**config.mk**
```make
export PLATFORM = sky130hd
export DESIGN_NAME = cpc_slot_ctrl
export DESIGN_NICKNAME = d
export VERILOG_FILES = /design/src/rtl/cpc_slot_ctrl.sv
export SDC_FILE = /design/constraint.sdc
export NUM_CORES = 1
export LEC_CHECK = 0
export CORE_MARGIN = 2
export CORE_UTILIZATION = 43
export DETAILED_ROUTE_END_ITERATION = 16
export PLACE_DENSITY_LB_ADDON = 0.3
export SETUP_SLACK_MARGIN = 0.1
export SLEW_MARGIN = 20
export SYNTH_ARGS = -nofsm -noshare
export SYNTH_HDL_FRONTEND = slang
export SYNTH_SLANG_ARGS = --single-unit
```
**constraint.sdc**
```tcl
create_clock -name CLK -period 1.77 [get_ports CLK]
set_input_delay 0.354 -clock CLK [delete_from_list [all_inputs] [get_ports CLK]]
set_output_delay 0.354 -clock CLK [all_outputs]
set_load 0.02 [all_outputs]
```
**src/rtl/cpc_slot_ctrl.sv**
```systemverilog
// cpc_slot_ctrl: staggered power-up/down of CPC expansion slots behind a Z80 mask/fault port pair.
// Define SLOT_FAULT_EN to latch per-slot overcurrent flags from FAULT_B; otherwise FAULT reads as 0.
module cpc_slot_ctrl #(
  parameter int                   NUM_SLOTS      = 4,
  parameter int                   STAGGER_CYCLES = 4000,
  parameter logic [7:0]           IO_ADDR_HI     = 8'hF9,
  parameter logic [NUM_SLOTS-1:0] RESET_MASK     = {NUM_SLOTS{1'b1}}
) (
  input  logic                 CLK,
  input  logic                 RESET_B,
  input  logic [7:0]           A_HI,
  input  logic                 A0,
  input  logic [7:0]           D_IN,
  output logic [7:0]           D_OUT,
  output logic                 D_OE,
  input  logic                 IOREQ_B,
  input  logic                 RD_B,
  input  logic                 WR_B,
  input  logic                 M1_B,
  input  logic [NUM_SLOTS-1:0] FAULT_B,
  output logic [NUM_SLOTS-1:0] SLOT_PWR_EN,
  output logic [NUM_SLOTS-1:0] SLOT_BUS_EN,
  output logic [NUM_SLOTS-1:0] SLOT_RESET_B,
  output logic                 BUSY
);

  localparam int               CNT_W    = $clog2(STAGGER_CYCLES + 1);
  localparam logic [CNT_W-1:0] CNT_FULL = CNT_W'(STAGGER_CYCLES);
  localparam logic [CNT_W-1:0] CNT_LAST = CNT_W'(STAGGER_CYCLES - 1);
  localparam logic [CNT_W-1:0] CNT_ONE  = CNT_W'(1);

  function automatic logic [CNT_W-1:0] sat_inc(input logic [CNT_W-1:0] v);
    return (v == CNT_FULL) ? v : v + CNT_ONE;
  endfunction

  function automatic logic [NUM_SLOTS-1:0] lowest_one(input logic [NUM_SLOTS-1:0] v);
    return v & (~v + NUM_SLOTS'(1));
  endfunction

  function automatic logic [7:0] zext(input logic [NUM_SLOTS-1:0] v);
    logic [7:0] r;
    r = '0;
    r[NUM_SLOTS-1:0] = v;
    return r;
  endfunction

  typedef enum logic [2:0] {IDLE, WAIT, POWER, SETTLE, RUN} state_t;

  state_t               state;
  logic [CNT_W-1:0]     cnt;
  logic [NUM_SLOTS-1:0] mask, fault, down;
  logic [NUM_SLOTS-1:0] tgt, pend, pick, down_start, keep;
  logic [NUM_SLOTS-1:0] pwr_nx, bus_nx;
  logic                 sel, wr_now, wr_prev, wr_ev, rd_now;
  logic                 unused_inputs;

  // Bus decode: interrupt acknowledge cycles never count as port accesses
  assign sel    = ~IOREQ_B & M1_B & (A_HI == IO_ADDR_HI);
  assign wr_now = sel & ~WR_B;
  assign wr_ev  = wr_now & ~wr_prev;
  assign rd_now = sel & ~RD_B;
  assign D_OE   = rd_now;
  assign D_OUT  = rd_now ? (A0 ? zext(fault) : zext(mask)) : 8'h00;
  assign unused_inputs = ^{D_IN, FAULT_B};

`ifdef SLOT_FAULT_EN
  logic [NUM_SLOTS-1:0] fault_clr;
  assign fault_clr = (wr_ev & A0) ? D_IN[NUM_SLOTS-1:0] : '0;

  always_ff @(posedge CLK) begin
    if (!RESET_B) fault <= '0;
    else          fault <= (fault & ~fault_clr) | (~FAULT_B & SLOT_PWR_EN);
  end
`else
  assign fault = '0;
`endif

  // Per-slot targets: down marks slots isolated last cycle that lose power this cycle
  assign tgt        = mask & ~fault;
  assign pend       = tgt & ~SLOT_PWR_EN;
  assign pick       = lowest_one(pend);
  assign down_start = SLOT_PWR_EN & ~tgt & ~down;
  assign keep       = SLOT_PWR_EN & tgt & ~down;

  always_comb begin
    pwr_nx = SLOT_PWR_EN & ~down;
    bus_nx = SLOT_BUS_EN & ~down_start;
    if (state == POWER) pwr_nx = pwr_nx | pick;
    if (state == SETTLE && cnt == CNT_FULL) bus_nx = bus_nx | keep;
  end

  always_ff @(posedge CLK) begin
    if (!RESET_B) begin
      state        <= WAIT;
      cnt          <= '0;
      mask         <= RESET_MASK;
      down         <= '0;
      wr_prev      <= 1'b0;
      SLOT_PWR_EN  <= '0;
      SLOT_BUS_EN  <= '0;
      SLOT_RESET_B <= '0;
      BUSY         <= 1'b1;
    end else begin
      wr_prev      <= wr_now;
      down         <= down_start;
      SLOT_PWR_EN  <= pwr_nx;
      SLOT_BUS_EN  <= bus_nx;
      SLOT_RESET_B <= bus_nx;
      if (wr_ev && !A0) mask <= D_IN[NUM_SLOTS-1:0];
      case (state)
        WAIT: begin
          if (cnt == CNT_LAST) begin
            state <= POWER;
            cnt   <= '0;
          end else begin
            cnt <= sat_inc(cnt);
          end
        end
        // Look ahead so the settle delay starts right after the last slot powers
        POWER: begin
          cnt   <= '0;
          state <= ((pend & ~pick) != '0) ? WAIT : SETTLE;
        end
        SETTLE: begin
          if (cnt == CNT_FULL) begin
            state <= (keep != '0) ? RUN : IDLE;
            cnt   <= '0;
            BUSY  <= 1'b0;
          end else begin
            cnt <= sat_inc(cnt);
          end
        end
        default: begin
          // The cycle spent noticing new work counts as the first wait cycle
          if (pend != '0) begin
            BUSY <= 1'b1;
            if (STAGGER_CYCLES == 1) begin
              state <= POWER;
              cnt   <= '0;
            end else begin
              state <= WAIT;
              cnt   <= CNT_ONE;
            end
          end else begin
            state <= (SLOT_PWR_EN != '0) ? RUN : IDLE;
          end
        end
      endcase
    end
  end

endmodule

```
# Word-level counts from Yosys, hierarchy flattened
# Cells that the tools add are included.
# totals
ff_bits	33
latchBits	0
ram_bits	0
rom_bits	0
input_bits	27
mem_count	0
# op_classes
add_sub_neg	2
mul	0
div	0
order_cmp	0
eq_ne	9
shift	0
mux	19
bitwise	27
reduce_logical	13
# ops
op	n
$mux W12	4
$and A4 B4 Y4	9
$pmux W12 S3	1
$eq A12 B12 Y1 const B	2
$not A4 Y4	6
$reduce_bool A4 Y1	5
$mux W4	4
$mux W3	5
$add A12 B1 Y12 const B	1
$pmux W3 S3	1
$eq A8 B8 Y1 const B	1
$or A4 B4 Y4	2
$eq A3 B2 Y1 const B	2
$and A1 B1 Y1	5
$not A1 Y1	5
$add A4 B1 Y4 const B	1
$reduce_and A2 Y1	2
$eq A3 B1 Y1 const B	1
$ne A3 B3 Y1 const B	1
$reduce_and A3 Y1	1
$logic_and A1 B1 Y1	2
$mux W1	2
$mux W2	1
$ne A2 B1 Y1 const B	1
5 further kinds	5

# Depth between registers and ports, before layout
# Gate-level depths: netlist (run 1).
# depth
depth_word	10
mapped_depth	7
mapped_depth_nobuf	7

# Worst setup path before layout (run 1)
# Ideal clock, no wire load.
# synth_timing
path_type	input to output
start	input port A_HI[2]
end	output port D_OUT[0]
t_arrival_ns	1.766
required_ns	1.416
slack_ns	-0.350
path_stages	4
path_cell_list	nand2b_1 nor4_1 nor2b_1 and2_1
# synth_via
elab_chain_len	4
# synth_rtl
item	line_no	rtl
start: declaration	11	input logic [7:0] A_HI,
$eq A8 B8 Y1	58	assign sel = ~IOREQ_B & M1_B & (A_HI == IO_ADDR_HI);
$and A1 B1 Y1	58	
$and A1 B1 Y1	61	assign rd_now = sel & ~RD_B;
via D_OE	15	output logic D_OE,
$mux W4	63	assign D_OUT = rd_now ? (A0 ? zext(fault) : zext(mask)) : 8'h00;
end: declaration	14	output logic [7:0] D_OUT,
# The timed path passes the listed nets, and every way through them passes these cells.

# Worst setup path after layout (run 1)
# layout_timing
start	input port A_HI[7]
end	output port D_OUT[0]
# layout_via
elab_chain_len	4
# layout_rtl
item	line_no
$eq A8 B8 Y1	58
$and A1 B1 Y1	58
$and A1 B1 Y1	61
$mux W4	63
# Every way passes these cells.

==> metrics, run 1 <==
Syn. warnings 0; WP data arrival 1400 ps; cts hold-fix bufs 0; pin count of the biggest net entering global routing 19; library cells used by synthesis 45; Multi-input gate area 1270 um^2; number of max-cap violations 0; RSZ-0062 raised after global routing yes; via/cell ratio 5.53; Syn Area/Cell 7.99 um^2; Setup Crit Path Kind in2out; Synth area leaders dfxtp_1 (38%), nand2_1 (4.3%), nor2_1 (3.9%); total CTS buffers 5; synthesized instance count between 200 and 250; CORE AREA 3940 um^2; first-pass GRT wire length 7.63 mm; CTS tree yes; Iteration-0 DRC Markers 137; Tcrit/Tclk final 99.3%; share of cells above drive strength 1 40.1%; status finished clean; max-slew violation count 0; Setup crit end kind primary output; Post-synth EDFFs 0; clk_lat worst skew 290 ps; die width between 60 and 70 um; #FFs+latches synth 33; top cell type by total area after synthesis dfxtp_1; vias in the first global route around 1700; Setup WS pre-CTS -790 ps; Worst EP required ~1400 ps; mapped cell area about 1700 um^2; Leak 1.19 nW; Crit Path Max Fanout 4; Initial Util 44.0%; # rows 23; initial antenna violation count 0; H-tree depth 2; Final setup viols 0; I/O pin count 49; Fin. Hold Viols 0; vias between 1500 and 2000; PwrDens ~580 nW/um^2; area delta synth->final 65.6%; post-synth top area share a little under two fifths; clock root cell clkbuf_8; Tmin final 1760 ps; maximum clock rate 569 MHz; worst-case clock buffer depth 2; clock-pin slew on the worst setup and hold paths 70 ps; final worst slack 12.7 ps; die height between 60 and 70 um; clock sinks 33; Async S/R FF share, synth 0%; Hold Path Class reg2reg; Total GRT Usage 22.4%; Seq/Total Area, Yosys about two fifths; GR Overflow Total 0; 1st-pass router iterations 4; die area 4560 um^2; predominant post-synthesis flop cell dfxtp_1; Buffers on Ports 36; skew final about 3.5 ps; Routed wire per std cell 15.8 um; drt total wl ~5.4 mm; Detail Route Antenna Nets 0; Layout Nets between 300 and 400; GPL Wtd Cong ~0.86; total inserted antenna cells 0; Reg area 679 um^2; fill count 282; DP HPWL 3.42 mm; Critical Path Start Type primary input; drt drc 0; R2R Setup Slk 60 ps; Peak VDD IR 0.000352 V; post-route cell area between 2000 and 3000 um^2; Post-DP Area 2380 um^2
==> cell families (layout without fill, tap and decap cells) <==
group / Yosys count / after routing / synth area share, %
compound gates: 48 / 48 / 17.7
xor+xnor: 2 / 2 / 1.01
fa+ha+maj: 2 / 2 / 1.44
buf+inv: 20 / 94 / 6.06
flops: 33 / 33 / 38.1
mux: 1 / 1 / 0.577
other cells: 1 / 4 / 0.216
simple gates: 110 / 110 / 34.8
==> sequential cells by signal, summed over array words and instances (netlist names) <==
signal,cells
BUSY,1
SLOT_PWR_EN,4
SLOT_RESET_B,4
cnt,12
down,4
mask,4
state,3
wr_prev,1
==> metal layers <==
layer	global-route usage [%]	up-vias	part of all wire, %
met1	27.1	877	41
li1	-	931	-
met2	39.1	78	50
met3	4.50	15	6.5
met4	7.65	0	2.2
met5	0	-	0
==> cell usage in the layout (no fill, tap or decap), types with 3 or more instances in the layout <==
cell / count
conb_1: 4
a211oi_1: 3
dlygate4sd2_1: 7
dfxtp_2: 6
o21ai_1: 3
buf_4: 33
nor3_1: 3
clkbuf_8: 6
inv_1: 6
dfxtp_1: 24
nor2_2: 3
nor2b_1: 8
nand3_1: 11
clkdlybuf4s50_1: 14
o21ai_0: 9
dlymetal6s2s_1: 4
nand2b_1: 4
and2_4: 7
nand4_1: 7
buf_6: 16
nand2_1: 17
nor2_1: 15
dfxtp_4: 3
a21oi_1: 11
==> layout make-up <==
type	count	area share [%]
Clock buffer	7	3.01
Clock inverter	1	1.05
Inverter	9	1.26
Multi-Input combinational cell	167	44.3
Sequential cell	33	23.7
Tap cell	50	2.18
Timing Repair Buffer	77	24.5
==> where the power goes <==
group          switching [W]  internal (W)
sequential        0.00000728      0.000747
combinational      0.0000790     0.0000919
clock               0.000279      0.000459
total               0.000365       0.00130
==> synthesized netlist by cell type (all sizes together) (2+ instances only) <==
| master | count |
|---|---|
| a211oi | 4 |
| xor2 | 2 |
| o21ai | 14 |
| nand3b | 2 |
| o22ai | 2 |
| and3 | 4 |
| clkbuf | 2 |
| dfxtp | 33 |
| nand2b | 6 |
| a32oi | 2 |
| a21oi | 12 |
| nor2 | 19 |
| and2 | 10 |
| nand3 | 14 |
| o21bai | 2 |
| nor4 | 4 |
| a31oi | 3 |
| buf | 9 |
| nor3 | 5 |
| or4 | 2 |
| ha | 2 |
| inv | 9 |
| nor2b | 10 |
| or3 | 3 |
| a221oi | 2 |
| o311ai | 3 |
| nand2 | 20 |
| nand4 | 7 |
==> worst max-delay path, cell delays in order <==
cell and delay [ps]:
buf_6 60, nand4_1 180, nor4_4 330, nor2b_4 210
and2_4 150, buf_6 110
==> path summary, 6_finish.rpt <==
kind / startpoint / endpoint / cells past startpoint
max: A_HI[7] / D_OUT[0] / 6
min: SLOT_RESET_B[1] / SLOT_RESET_B[1] / 2
max reg2reg: mask[0] / cnt[4] / 7
min reg2reg: SLOT_RESET_B[1] / SLOT_RESET_B[1] / 2
==> what timing repair did <==
item,in CTS,in global routing
endpoints found under the setup margin,20,23
endpoints found under the hold margin,0,0
pin swaps,6,18
setup buffers,4,6
resized for setup,66,68
==> per-stage QoR <==
| step | instances | setup TNS [ps] | total power (W) | utilization, % | hold slack (ps) |
|---|---|---|---|---|---|
| floorplan | 220 | 0 | 0.000825 | - | 469 |
| global placement | 327 | -4410 | 0.000897 | 60.3 | 473 |
| detailed placement | 327 | -4600 | 0.000899 | 60.3 | 485 |
| CTS | 339 | 0 | 0.00163 | 65.2 | 503 |
| global route | 344 | -231 | 0.00172 | 72.8 | 527 |
| finish | 344 | 0 | 0.00166 | 72.8 | 503 |
(Power assumes the default switching activity.)
==> run 2, diff against run 1 <==
Settings changed: CORE_UTILIZATION 43 to 49, CTS_BUF_LIST from default to sky130_fd_sc_hd__clkbuf_2 sky130_fd_sc_hd__clkbuf_4 sky130_fd_sc_hd__clkbuf_8, PLACE_DENSITY from default to 0.83, PLACE_DENSITY_LB_ADDON 0.3 to default.
Clock period 1.77 ns to 1.7 ns, I/O delays scaled along.
==> metrics, run 2 (synthesized netlist as in run 1, its figures left out) <==
skew final 11.4 ps (+7.92 ps); I/O pin count 49 (unchanged); drt total wl 5.68 mm (+4.7%); Worst Path Buf+Inv 2 (unchanged); first-pass GRT wire length 8.43 mm (+10%); Detail Route Antenna Nets 0 (unchanged); vias 1955 (+2.8%); Leak 1.14 nW (-4.0%); # rows 21 (-8.7%); maximum clock rate 567 MHz; WP data arrival 1420 ps (+20 ps); Tmin final 1760 ps; Buffers on Ports 36 (unchanged); die width 63.5 um (-5.9%); PwrDens 568 nW/um^2 (-2.0%); R2R Setup Slk 20 ps (-40 ps); Initial Util 51.6% (+7.6 points); share of cells above drive strength 1 41.9% (+1.8 points); die height 63.5 um (-5.9%); GR Overflow Total 0 (unchanged); clk_lat worst skew 350 ps (+60 ps); RSZ-0062 raised after global routing yes; fill count 205 (-27%); Crit Path Max Fanout 4 (unchanged); Iteration-0 DRC Markers 105 (-23%); Total GRT Usage 26.7% (+4.3 points); Largest register FFs 12 (unchanged); vias in the first global route 1842 (+7.2%); area delta synth->final 62.5%; clock root cell clkbuf_4; commonest non-fill, non-tap cell in the layout buf_4; pin count of the biggest net entering global routing 19 (unchanged); CTS tree yes; initial antenna violation count 0 (unchanged); Routed wire per std cell 16.6 um (+5.4%); Top delay family on crit path simple AND/OR/NAND/NOR gates; number of max-cap violations 0 (unchanged); Hold Path Class reg2reg; Setup crit end kind primary output; worst stage delay on the critical path 250 ps (-80 ps); Levels on crit path 6 (unchanged); final worst slack -63.0 ps (-75.7 ps); total CTS buffers 5 (unchanged); Tcrit/Tclk final 104%; CP cell instances clkbuf_2, nand4bb_4, nor4_4, nor2b_4, and2_4, buf_6; Final setup viols 4 (+4); cts hold-fix bufs 0 (unchanged); Reg with most FFs cnt; critical path's slowest cell nand4bb_4; clock sinks 33 (unchanged); Reg2Reg Depth 8 (+1); H-tree depth 2 (unchanged); DP HPWL 3.49 mm (+1.9%); status finished, violations left; Worst EP required 1360 ps (-60 ps); Peak VDD IR 0.000369 V (+4.7%); GPL Wtd Cong 0.960 (+11%); hold path depth 2 (unchanged); Layout Nets 324 (+0.62%); Final Util 83.8% (+11 points); CORE AREA 3360 um^2 (-15%); max-slew violation count 0 (unchanged); Hold Slack 500 ps (-2.61 ps); Setup Crit Path Kind in2out; via/cell ratio 5.72 (+3.4%); Fin. Hold Viols 0 (unchanged); clock-pin slew on the worst setup and hold paths 110 ps (+40 ps); violated checks negative setup slack; most frequent cells in the layout buf_4 (35), dfxtp_1 (23), nor2_1 (17); die area 4030 um^2 (-12%); Critical Path Start Type primary input; worst-case clock buffer depth 2 (unchanged); 1st-pass router iterations 4 (unchanged); drt drc 0 (unchanged); total inserted antenna cells 0 (unchanged)
## run 2: changes by cell type in the layout (fill, tap and decap cells not counted), sizes merged
cell,previous run,this run
dlygate4sd2,7,15
clkdlybuf4s50,14,7
clkbuf,7,11
dlymetal6s2s,4,0
buf,50,51
## run 2: tightest hold or removal path, cell delays in order, from the launching register on
cell	delay [ps]
dfxtp_2	360
nand2_1	60
o21ai_1	50
## run 2: layout make-up
| cell class | instances | area (um^2) | share of cell area (%) |
|---|---|---|---|
| multi-input cells | 167 | 1260 | 44.7 |
| repair buffers | 79 | 693 | 24.6 |
| clock buffers | 7 | 58.8 | 2.09 |
| well taps | 46 | 57.6 | 2.04 |
| clock inverters | 1 | 30.0 | 1.07 |
| flip-flops and latches | 33 | 683 | 24.2 |
| inverters | 9 | 36.3 | 1.29 |
## run 2: power breakdown
part / switching, W / internal [W]
clock network: 0.000282 / 0.000367
logic: 0.0000775 / 0.0000881
registers: 0.00000869 / 0.000776
## run 2: routing by layer
layer / global-route usage [%] / up-vias / part of all wire [%]
li1: - / 937 / -
met1: 30.2 / 923 / 39
met2: 46.6 / 77 / 52
met3: 6.96 / 18 / 6.0
met4: 12.2 / 0 / 3.2
met5: 0 / - / 0
## run 2: path summary, 6_finish.rpt
| check | from | end |
|---|---|---|
| worst max-delay path | A_HI[1] | D_OUT[2] |
| worst min-delay path | cnt[7] | cnt[7] |
| worst max register to register | cnt[1] | cnt[2] |
| worst min register to register | cnt[7] | cnt[7] |
## run 2: per-stage QoR
stage / std cells / worst slack, ps / total power (W) / area (um^2) / TNS, ps
finish: 342 / -63.0 / 0.00160 / 2820 / -247
global route: 342 / -147 / 0.00165 / 2820 / -596
CTS: 335 / -40.5 / 0.00158 / 2610 / -144
detailed placement: 320 / -855 / 0.000931 / 2360 / -5720
global placement: 320 / -786 / 0.000929 / 2360 / -4800
floorplan: 220 / 39.8 / 0.000860 / 1790 / 0
## run 2: what timing repair did
item                                    4_1_cts  5_1_grt
endpoints found under the setup margin       32       26
pin swaps                                     7       16
buffers inserted                              7        7
resized for setup                            94       46
==> run 3, diff against run 2 <==
Settings changed: SLEW_MARGIN 20 to default.
==> results of run 3 <==
Final layout, timing and power as in run 2 (identical DEF).
